<file path="src/rtl/alu_op_sequencer.sv">
// alu_op_sequencer: issues one register-register instruction through operand load, ALU execute and writeback.
module alu_op_sequencer #(
  parameter int DATA_W      = 32,
  parameter int SEL_W       = 4,
  parameter int EXEC_CYCLES = 1
) (
  input  logic              clock,
  input  logic              clear_n,
  input  logic              instr_valid,
  output logic              instr_ready,
  input  logic [4:0]        instr_op,
  input  logic [SEL_W-1:0]  instr_ra,
  input  logic [SEL_W-1:0]  instr_rb,
  input  logic [SEL_W-1:0]  instr_rc,
  output logic [SEL_W-1:0]  rf_rd_sel,
  input  logic [DATA_W-1:0] rf_rd_data,
  output logic [DATA_W-1:0] alu_a,
  output logic [DATA_W-1:0] alu_b,
  output logic [4:0]        alu_op,
  input  logic [DATA_W-1:0] alu_z_lo,
  input  logic [DATA_W-1:0] alu_z_hi,
  output logic              rf_we,
  output logic [SEL_W-1:0]  rf_wr_sel,
  output logic [DATA_W-1:0] rf_wr_data,
  output logic              hilo_we,
  output logic [DATA_W-1:0] hi_data,
  output logic [DATA_W-1:0] lo_data,
  output logic              done,
  output logic              illegal
);
  typedef enum logic [2:0] {IDLE, LOAD_A, LOAD_B, EXEC, WB, ILL} state_t;
  state_t            state_q, state_d;
  logic [4:0]        op_q, op_d;
  logic [SEL_W-1:0]  ra_q, ra_d, rb_q, rb_d, rc_q, rc_d, wsel_q, wsel_d;
  logic [DATA_W-1:0] a_q, a_d, b_q, b_d, zlo_q, zlo_d, zhi_q, zhi_d;
  logic [3:0]        cnt_q, cnt_d;
  logic              legal, unary, muldiv;
  assign legal  = (instr_op >= 5'd3 && instr_op <= 5'd11) || (instr_op >= 5'd15 && instr_op <= 5'd18);
  assign unary  = op_q == 5'd17 || op_q == 5'd18;
  assign muldiv = op_q == 5'd15 || op_q == 5'd16;
  always_comb begin
    state_d = state_q;
    op_d    = op_q;
    ra_d    = ra_q;
    rb_d    = rb_q;
    rc_d    = rc_q;
    wsel_d  = wsel_q;
    a_d     = a_q;
    b_d     = b_q;
    zlo_d   = zlo_q;
    zhi_d   = zhi_q;
    cnt_d   = cnt_q;
    case (state_q)
      IDLE: if (instr_valid) begin
        op_d    = instr_op;
        ra_d    = instr_ra;
        rb_d    = instr_rb;
        rc_d    = instr_rc;
        state_d = legal ? LOAD_A : ILL;
      end
      LOAD_A: begin
        a_d     = rf_rd_data;
        b_d     = unary ? '0 : b_q;
        cnt_d   = 4'(EXEC_CYCLES - 1);
        state_d = unary ? EXEC : LOAD_B;
      end
      LOAD_B: begin
        b_d     = rf_rd_data;
        cnt_d   = 4'(EXEC_CYCLES - 1);
        state_d = EXEC;
      end
      EXEC: if (cnt_q == '0) begin
        zlo_d   = alu_z_lo;
        zhi_d   = alu_z_hi;
        wsel_d  = rc_q;
        state_d = WB;
      end else begin
        cnt_d   = cnt_q - 4'd1;
      end
      default: state_d = IDLE;
    endcase
  end
  always_ff @(posedge clock or negedge clear_n) begin
    if (!clear_n) begin
      state_q <= IDLE;
      op_q    <= '0;
      ra_q    <= '0;
      rb_q    <= '0;
      rc_q    <= '0;
      wsel_q  <= '0;
      a_q     <= '0;
      b_q     <= '0;
      zlo_q   <= '0;
      zhi_q   <= '0;
      cnt_q   <= '0;
    end else begin
      state_q <= state_d;
      op_q    <= op_d;
      ra_q    <= ra_d;
      rb_q    <= rb_d;
      rc_q    <= rc_d;
      wsel_q  <= wsel_d;
      a_q     <= a_d;
      b_q     <= b_d;
      zlo_q   <= zlo_d;
      zhi_q   <= zhi_d;
      cnt_q   <= cnt_d;
    end
  end
  // Strobes decode straight from state so an async clear drops them at once
  assign instr_ready = state_q == IDLE;
  assign rf_rd_sel   = state_q == LOAD_A ? ra_q : state_q == LOAD_B ? rb_q : '0;
  assign alu_a       = a_q;
  assign alu_b       = b_q;
  assign alu_op      = state_q == EXEC ? op_q : 5'd0;
  assign rf_we       = state_q == WB && !muldiv;
  assign hilo_we     = state_q == WB && muldiv;
  assign done        = state_q == WB;
  assign illegal     = state_q == ILL;
  assign rf_wr_sel   = wsel_q;
  assign rf_wr_data  = zlo_q;
  assign lo_data     = zlo_q;
  assign hi_data     = zhi_q;
endmodule
</file>
<file path="config.mk">
export PLATFORM = sky130hd
export DESIGN_NAME = alu_op_sequencer
export DESIGN_NICKNAME = d
export VERILOG_FILES = /design/src/rtl/alu_op_sequencer.sv
export SDC_FILE = /design/constraint.sdc
export NUM_CORES = 1
export LEC_CHECK = 0
export CORE_UTILIZATION = 42
export DETAILED_ROUTE_END_ITERATION = 10
export GPL_ROUTABILITY_DRIVEN = 0
export GPL_TIMING_DRIVEN = 0
export PLACE_DENSITY_LB_ADDON = 0.25
export RECOVER_POWER = 50
export SLEW_MARGIN = 30
export SYNTH_ARGS = -nofsm -noshare
export SYNTH_HDL_FRONTEND = slang
export SYNTH_SLANG_ARGS = --single-unit
</file>
<file path="constraint.sdc">
create_clock -name clock -period 2.37 [get_ports clock]
set_clock_uncertainty 0.05 [all_clocks]
set_input_delay 0.474 -clock clock [delete_from_list [all_inputs] [get_ports clock]]
set_output_delay 0.474 -clock clock [all_outputs]
set_load 0.005 [all_outputs]
</file>
# ---- Yosys cells after proc, flatten, opt, wreduce, memory -nomap -nowiden
# Index checks and enable logic that the tools add are counted.
dict set report totals {
  elab_cells 59
  reg_bits 156
  in_bits 116
  out_inout_bits 178
}
dict set report classes {
  order_cmp 4
  addsub 1
  n_eq_ne 13
  reduce_logical 18
  muxes 12
}
# cell n
set ops {}
lappend ops {{32-bit case mux with 2 select lines} 1}
lappend ops {{32-bit 2-to-1 mux} 1}
lappend ops {{5-bit == test, second input constant} 3}
lappend ops {{4-bit 2-to-1 mux} 3}
lappend ops {{3-bit case mux with 4 select lines} 1}
lappend ops {{2-bit AND reduction} 5}
lappend ops {{3-bit 2-to-1 mux} 3}
lappend ops {{2-bit inequality test, second input constant} 4}
lappend ops {{4-bit case mux with 2 select lines} 1}
lappend ops {{3-bit by 2-bit == test with 1-bit output, second input constant} 2}
lappend ops {{3-bit == test, second input constant} 2}
lappend ops {{5-bit by 4-bit == test with 1-bit output, second input constant} 1}
lappend ops {{5-bit by 2-bit greater-or-equal comparator with 1-bit output, second input constant} 1}
lappend ops {{5-bit by 4-bit greater-or-equal comparator with 1-bit output, second input constant} 1}
lappend ops {{5-bit by 4-bit <= comparator with 1-bit output, second input constant} 1}
lappend ops {{5-bit <= comparator, second input constant} 1}
lappend ops {{5-bit 2-to-1 mux} 1}
lappend ops {{1-bit logical AND} 4}
lappend ops {{4-bit logical NOT} 1}
lappend ops {{2-bit nonzero test} 2}
lappend ops {{4-bit by 1-bit subtractor with 4-bit output, second input constant} 1}
lappend ops {{3-bit by 1-bit == test with 1-bit output, second input constant} 1}
lappend ops {{3-bit logical NOT} 1}
lappend ops {{1-bit logical OR} 3}
lappend ops {{3 further kinds} 3}

# ---- Longest topological paths before layout
# Gate-level depths: netlist of run 1.
dict set report depth {
  depth_word 6
  mapped_depth 7
  ltp_nobuf 5
}

# ---- Worst setup path after synthesis of run 1
# Ideal clock, no wire load.
dict set report synth_path {
  path_type {register to output}
  startpoint {register state_q[2]}
  endpoint {output port rf_rd_sel[0]}
  stages_incl_launch_ff 5
  path_slack_ns 0.566
  n_path_buf 2
  t_required_ns 1.846
  arrival_ns 1.280
  path_cell_list {dfrtp_1 > buf_6 > nor3b_2 > buf_2 > a22o_1}
}
dict set report synth_between {
  elab_chain_len 3
  word_cells_on_any_way 4
  cone_classes {eq/ne: 2; mux: 2}
}
# element line
set synth_lines {}
lappend synth_lines {{start, declared} 32} ;# state_t state_q, state_d;
lappend synth_lines {{start signal, assigned} 97} ;# state_q <= state_d;
lappend synth_lines {{3-bit by 2-bit == test with 1-bit output} 112} ;# assign rf_rd_sel = state_q == LOAD_A ? ra_q : state_q == LOAD_B ? rb_q : '0;
lappend synth_lines {{4-bit 2-to-1 mux} 112}
lappend synth_lines {{4-bit 2-to-1 mux *} 112}
lappend synth_lines {{end, declared} 15} ;# output logic [SEL_W-1:0] rf_rd_sel,
# Every way passes the cells marked *; elsewhere a longest branch is shown, timed or not.

# ---- Final worst setup path of run 1
dict set report layout_path {
  startpoint {register state_q[2]}
  endpoint {output port instr_ready}
}
dict set report layout_between {
  elab_chain_len 1
}
# element line
set layout_lines {}
lappend layout_lines {{3-bit logical NOT} 111} ;# assign instr_ready = state_q == IDLE;
lappend layout_lines {{end, declared} 10} ;# output logic instr_ready,
# Every way passes these cells.

==> impl_metrics.py, run 1 <==
metrics = {
    "yosys": {
        "synth_most_common_cell": "dfrtp_1",
        "syn_inst": 419,
        "synth_ff_type": "dfrtp_1",
        "synthArstFlopShare_pct": 100,
        "yosysSeqAreaShare_pct": 61.1,
        "synth.top_cell.area_share_pct": 61.1,
        "yosys.area.top_type": "dfrtp_1",
        "yosysWarnings": 0,
        "syn_nets": 537,
        "synth-edff-count": 0,
        "synthTopCellsByCount": "dfrtp_1 (156), mux2_2 (97), buf_4 (38)",
        "synth.distinct_cells": 36,
        "yosys_register_bits": 156,
        "synth_area_leaders": "dfrtp_1 (61%), mux2_2 (17%), a22o_1 (4.9%), mux2_4 (4.7%), buf_4 (4.5%)",
        "post_synth.cell_area_avg_um2": 15.2,
        "syn-cell-area_um2": 6390,
    },
    "setup_path": {
        "cpPeakStageDelay_ns": 0.57,
        "crit_required_ns": 1.85,
        "crit_type": "flip-flop to output pin",
        "crit_path_start_kind": "flip-flop",
        "crit_chain": "buf_6 > nor3_1 > clkdlybuf4s50_1",
        "worst_ep_arrival_time_ns": 1.79,
        "cp_max_fo": 9,
        "endpoint_kind": "output pin",
        "crit_family": "buffers and inverters",
        "worst_path_max_delay_cell": "clkdlybuf4s50_1",
        "crit_buf_inv": 2,
    },
    "detailed_routing": {
        "remaining_drc_errors": 18,
        "dr_wl_met2_mm": 8.72,
        "drtIter0Drc": 181,
        "via_per_inst": 4.99,
        "wl_met3_mm": 1.47,
        "vias": 4721,
        "wl_per_cell_um": 18.0,
        "dr.pass1.iters": 10,
        "routed_wl_mm": 17.1,
        "detail-route-antenna-nets": 0,
        "m1WireLength_mm": 6.47,
        "dr.max_layer_used": "met4",
    },
    "final_layout": {
        "multiInputGateArea_um2": 2100,
        "syn2layout_area_growth_pct": 62.3,
        "nFillCells": 985,
        "fin_cells": 947,
        "drive_gt1_share_pct": 30.3,
        "regArea_um2": 3910,
        "n_antenna_cell": 0,
        "final_util_pct": 70.5,
        "nNetsFinal": 868,
        "final_area_um2": 10400,
    },
    "cts": {
        "insertion_delay_ns": 0.41,
        "clock_path_buffers": 2,
        "cts_buffers": 17,
        "cts_num_sinks": 156,
        "clk_pin_slew_ns": 0.06,
        "ctsHtreeMaxLevel": 4,
        "clockRootBuffer": "clkbuf_16",
        "cts_tree": "done",
    },
    "floorplan": {
        "row_count": 44,
        "core-area_um2": 14700,
        "dieHeight_um": 125,
        "io-pin-count": 294,
        "design.die.area_um2": 15700,
        "initial_utilization_pct": 43.5,
        "die_x_um": 125,
    },
    "pwr": {
        "ir_drop_v": 0.000747,
        "p_per_area_nw_per_um2": 1460,
        "p_leak_uw": 0.00456,
    },
    "timing": {
        "hold_viol": 0,
        "finalSetupTns_ns": 0,
        "slew_violations": 0,
        "rsz0062_at_grt": "true",
        "finalSetupViolCount": 0,
        "fin_crit_ns": 2.32,
        "fin_crit_sh_pct": 97.8,
        "worst_pin_slew_ns": 0.965,
        "fmax_mhz": 431,
        "slew-limit-headroom_pct": 35.6,
        "worst_slack_ns": 0.0513,
    },
    "place": {
        "port_buffers": 293,
        "hpwlAfterDp_mm": 12.3,
        "post-place-ws_ns": -0.373,
        "place_inst": 897,
        "placed_area_um2": 9580,
    },
    "run": {
        "cap_violations": 0,
    },
    "global_routing": {
        "grt_max_degree": 89,
        "antenna_found_initial": 0,
        "track_usage_pct": 22.7,
        "grt_pass1_vias": 5197,
        "gr-total-overflow": 0,
        "grt_pass1_wl_mm": 27.3,
    },
    "hold_path": {
        "hold_class": "flip-flop to flip-flop",
    },
    "status": {
        "status": "finished with violations",
        "violations": "design-rule violations",
    },
}
cell usage in the layout, fill, tap and decap left out, drive strengths merged, types with 5 or more instances in the layout:
cell type / count
a22o: 36
and2: 7
buf: 71
clkbuf: 26
clkdlybuf4s50: 281
dfrtp: 156
dlygate4sd2: 8
inv: 7
mux2: 117
nor3b: 5
state kept, by name, indices dropped and copies added, names as in the netlist:
name       flops
lo_data       32
op_q           5
ra_q           4
rb_q           4
alu_a         32
alu_b         32
cnt_q          4
rc_q           4
rf_wr_sel      4
state_q        3
hi_data       32
path summary, 6_finish.rpt:
check	from	endpoint	slack, ns	depth (start not counted)
max in group asynchronous	clear_n	alu_a[15]	0.62	3
hold / removal	alu_b[1]	alu_b[1]	0.45	1
hold reg to reg	alu_b[1]	alu_b[1]	0.45	1
setup / recovery	state_q[2]	instr_ready	0.05	3
setup reg to reg	state_q[2]	op_q[1]	0.20	6
min in group asynchronous	clear_n	hi_data[10]	0.72	2
layout make-up:
cell class                 count  share of cell area (%)
inverter                       5                   0.181
sequential                   156                    37.7
buffer                        54                    3.99
clock buffer                  20                    4.50
timing repair buffer         313                    29.9
tap                          184                    2.22
multi-input combinational    203                    20.3
clock inverter                12                    1.30
layer usage:
layer | GRT usage [%] | vias up
met1 | 25.2 | 2362
met5 | 0 | -
met3 | 8.52 | 29
met4 | 9.18 | 0
met2 | 39.4 | 201
li1 | - | 2129
metrics by stage:
stage	hold WS [ns]	power (uW)
global placement	0.432	12000
floorplan	0.128	8100
finish	0.446	15100
CTS	0.454	15300
detailed placement	0.420	12200
global route	0.469	16000
power by group:
group | switching [uW] | internal [uW]
Combinational | 2440 | 5070
Sequential | 862 | 4040
Clock | 1090 | 1640
Total | 4390 | 10800
kinds of logic (layout without fill, tap and decap cells):
| family | count (synthesis) | in the layout | synth area share (%) |
|---|---|---|---|
| compound gates | 51 | 51 | 6.56 |
| xor+xnor | 4 | 4 | 0.549 |
| fa+ha+maj | 2 | 2 | 0.392 |
| buf+inv | 60 | 404 | 6.54 |
| flops | 156 | 156 | 61.1 |
| mux | 119 | 119 | 22.1 |
| simple gates | 27 | 27 | 2.72 |
what timing repair did:
item / CTS / global route
endpoints found under the setup margin: 11 / 4
setup buffers: 15 / 3
hold buffers: 1 / 0
pin swaps: 4 / 2
hold endpoints to repair: 68 / 0
gates resized for setup: 31 / 4
(Power assumes the default switching activity.)
==> run 2, diff against run 1 <==
--- a/config.mk
+++ b/config.mk
@@ -6,6 +6,7 @@
 export NUM_CORES = 1
 export LEC_CHECK = 0
 export CORE_UTILIZATION = 42
+export CTS_CLUSTER_SIZE = 20
 export DETAILED_ROUTE_END_ITERATION = 10
 export GPL_ROUTABILITY_DRIVEN = 0
 export GPL_TIMING_DRIVEN = 0
==> results of run 2 <==
Final layout, timing and power as in run 1 (identical DEF).
==> run 3, diff against run 2 <==
--- a/config.mk
+++ b/config.mk
@@ -5,9 +5,10 @@
 export SDC_FILE = /design/constraint.sdc
 export NUM_CORES = 1
 export LEC_CHECK = 0
-export CORE_UTILIZATION = 42
+export CORE_UTILIZATION = 45
 export CTS_CLUSTER_SIZE = 20
 export DETAILED_ROUTE_END_ITERATION = 10
+export DONT_BUFFER_PORTS = 1
 export GPL_ROUTABILITY_DRIVEN = 0
 export GPL_TIMING_DRIVEN = 0
 export PLACE_DENSITY_LB_ADDON = 0.25
==> run 3 against run 2 <==
Compared with the run above: the run ends with negative hold slack left; setup slack improved by 0.15 ns; first-iteration DRC count rose by 3.9%; critical path depth rose by 1; die area fell by 6.6%; register-to-register slack improved by 0.10 ns; flip-flop and latch count did not move; non-clock buffer count fell by 311; maximum frequency rose by 7.2%; combinational power fell by 50%; clock power rose by 4%; routed wire length fell by 18%; critical endpoint is now rf_rd_sel[3]; largest cell class unchanged.
==> impl_metrics.py, run 3 (same netlist as run 1, synthesis figures left out) <==
metrics = {
    "status": {
        "status": "finished with violations",
        "violations": "negative hold slack",
    },
    "timing": {
        "fin_crit_ns": 2.16,
        "rsz0062_at_grt": "false",
        "finalSetupViolCount": 0,
        "slew-limit-headroom_pct": 52.5,
        "slew_violations": 0,
        "hold_viol": 156,
        "fmax_mhz": 462,
        "worst_hold_slack_ns": -0.307,
        "finalSetupTns_ns": 0,
        "fin_crit_sh_pct": 91.3,
        "worst_pin_slew_ns": 0.709,
    },
    "final_layout": {
        "nNetsFinal": 557,
        "layout_commonest_cell": "dfrtp_1",
        "fin_cells": 632,
        "syn2layout_area_growth_pct": 13.5,
        "layout_common_cells": "dfrtp_1 (156), mux2_2 (97), buf_4 (39)",
        "nFillCells": 1163,
        "n_antenna_cell": 0,
        "drive_gt1_share_pct": 45.4,
    },
    "place": {
        "hpwlAfterDp_mm": 10.1,
        "port_buffers": 0,
        "place_inst": 599,
    },
    "floorplan": {
        "die_x_um": 121,
        "core-area_um2": 13900,
        "design.die.area_um2": 14700,
        "initial_utilization_pct": 46.0,
        "dieHeight_um": 121,
        "io-pin-count": 294,
        "row_count": 43,
    },
    "cts": {
        "clk_pin_slew_ns": 0.06,
        "clock_path_buffers": 2,
        "insertion_delay_ns": 0.42,
        "cts_num_sinks": 156,
        "clockRootBuffer": "clkbuf_16",
        "ctsHtreeMaxLevel": 4,
        "cts_buffers": 17,
        "cts_tree": "done",
    },
    "detailed_routing": {
        "routed_wl_mm": 13.9,
        "wl_per_cell_um": 22.1,
        "detail-route-antenna-nets": 0,
        "via_per_inst": 5.48,
        "dr.pass1.iters": 4,
        "vias": 3464,
        "remaining_drc_errors": 0,
        "drtIter0Drc": 188,
    },
    "global_routing": {
        "antenna_found_initial": 0,
        "track_usage_pct": 19.4,
        "gr-total-overflow": 0,
        "grt_pass1_wl_mm": 21.1,
        "grt_max_degree": 157,
        "grt_pass1_vias": 3652,
    },
    "setup_path": {
        "cp_max_fo": 11,
        "crit_required_ns": 1.85,
        "r2r-end": "hi_data[21]",
        "reg2reg_slack_ns": 0.30,
        "worst_ep_arrival_time_ns": 1.64,
        "cpPeakStageDelay_ns": 0.40,
        "crit_type": "flip-flop to output pin",
        "crit_chain": "buf_2 > nor3b_2 > buf_4 > a22o_1",
        "endpoint_kind": "output pin",
        "reg2reg_from": "cnt_q[0]",
        "ff2ff_path_depth": 7,
        "crit_path_start_kind": "flip-flop",
        "worst_path_max_delay_cell": "dfrtp_1",
    },
    "pwr": {
        "ir_drop_v": 0.000801,
        "p_leak_uw": 0.00328,
        "fin_total_pwr_uw": 11800,
        "p_per_area_nw_per_um2": 1630,
    },
    "hold_path": {
        "hold_class": "input pin to asynchronous set/reset pin",
    },
    "run": {
        "cap_violations": 0,
    },
}
==> run 3: how the worst max path moves through the flow <==
stage	slack (ns)	cells after the start	start	to
after floorplan	0.57	4	state_q[2]	rf_rd_sel[0]
after global placement	0.07	4	state_q[2]	rf_rd_sel[3]
after detailed placement	0.05	4	state_q[2]	rf_rd_sel[3]
after CTS	0.05	5	state_q[1]	rf_rd_sel[3]
after global routing	0.08	4	state_q[1]	rf_rd_sel[3]
final	0.21	4	state_q[1]	rf_rd_sel[3]
==> run 3: critical path, delay by kind of cell (launching register included) <==
kind	cells	cell delay (ns)
and+or+nand+nor	1	0.20
AOI/OAI and AO/OA	1	0.19
buffers and inverters	2	0.42
DFF	1	0.40
==> run 3: per-stage QoR <==
| stage | worst slack, ns | hold WS, ns | util, % | instance area, um2 |
|---|---|---|---|---|
| floorplan | 0.566 | 0.128 | - | 6390 |
| global placement | 0.0653 | 0.131 | 47.6 | 6610 |
| detailed placement | 0.0500 | 0.132 | 47.6 | 6610 |
| CTS | 0.0455 | -0.321 | 52.3 | 7260 |
| global route | 0.0787 | -0.327 | 52.2 | 7250 |
| finish | 0.206 | -0.307 | 52.2 | 7250 |
==> run 3: final cells by class <==
type | count | area [um2] | area share [%]
Inverter | 5 | 18.8 | 0.259
Buffer | 54 | 392 | 5.40
Sequential cell | 156 | 3900 | 53.8
Tap cell | 180 | 225 | 3.11
Multi-Input combinational cell | 203 | 2080 | 28.6
Timing Repair Buffer | 2 | 15.0 | 0.207
Clock buffer | 21 | 460 | 6.35
Clock inverter | 11 | 160 | 2.21
==> run 3: what timing repair did <==
| action | in CTS | in global routing |
|---|---|---|
| pin swaps | 1 | 2 |
| endpoints found under the hold margin | 156 | 156 |
| resized for setup | 2 | 0 |
| setup endpoints to repair | 4 | 4 |
| buffers inserted | 2 | 0 |
==> run 3: layer usage <==
| layer | GRT usage (%) | vias to the layer above | share of wire [%] |
|---|---|---|---|
| li1 | - | 1497 | - |
| met1 | 22.3 | 1757 | 38 |
| met2 | 31.1 | 193 | 49 |
| met3 | 9.16 | 17 | 11 |
| met4 | 7.48 | 0 | 1.5 |
| met5 | 0 | - | 0 |
==> run 3: power breakdown <==
part / leakage, uW / internal, uW / switching (uW) / total [uW]
Combinational: 0.00113 / 2290 / 1470 / 3760
Sequential: 0.00186 / 4040 / 1210 / 5250
Clock: 0.000296 / 1730 / 1100 / 2830
Total: 0.00328 / 8060 / 3780 / 11800
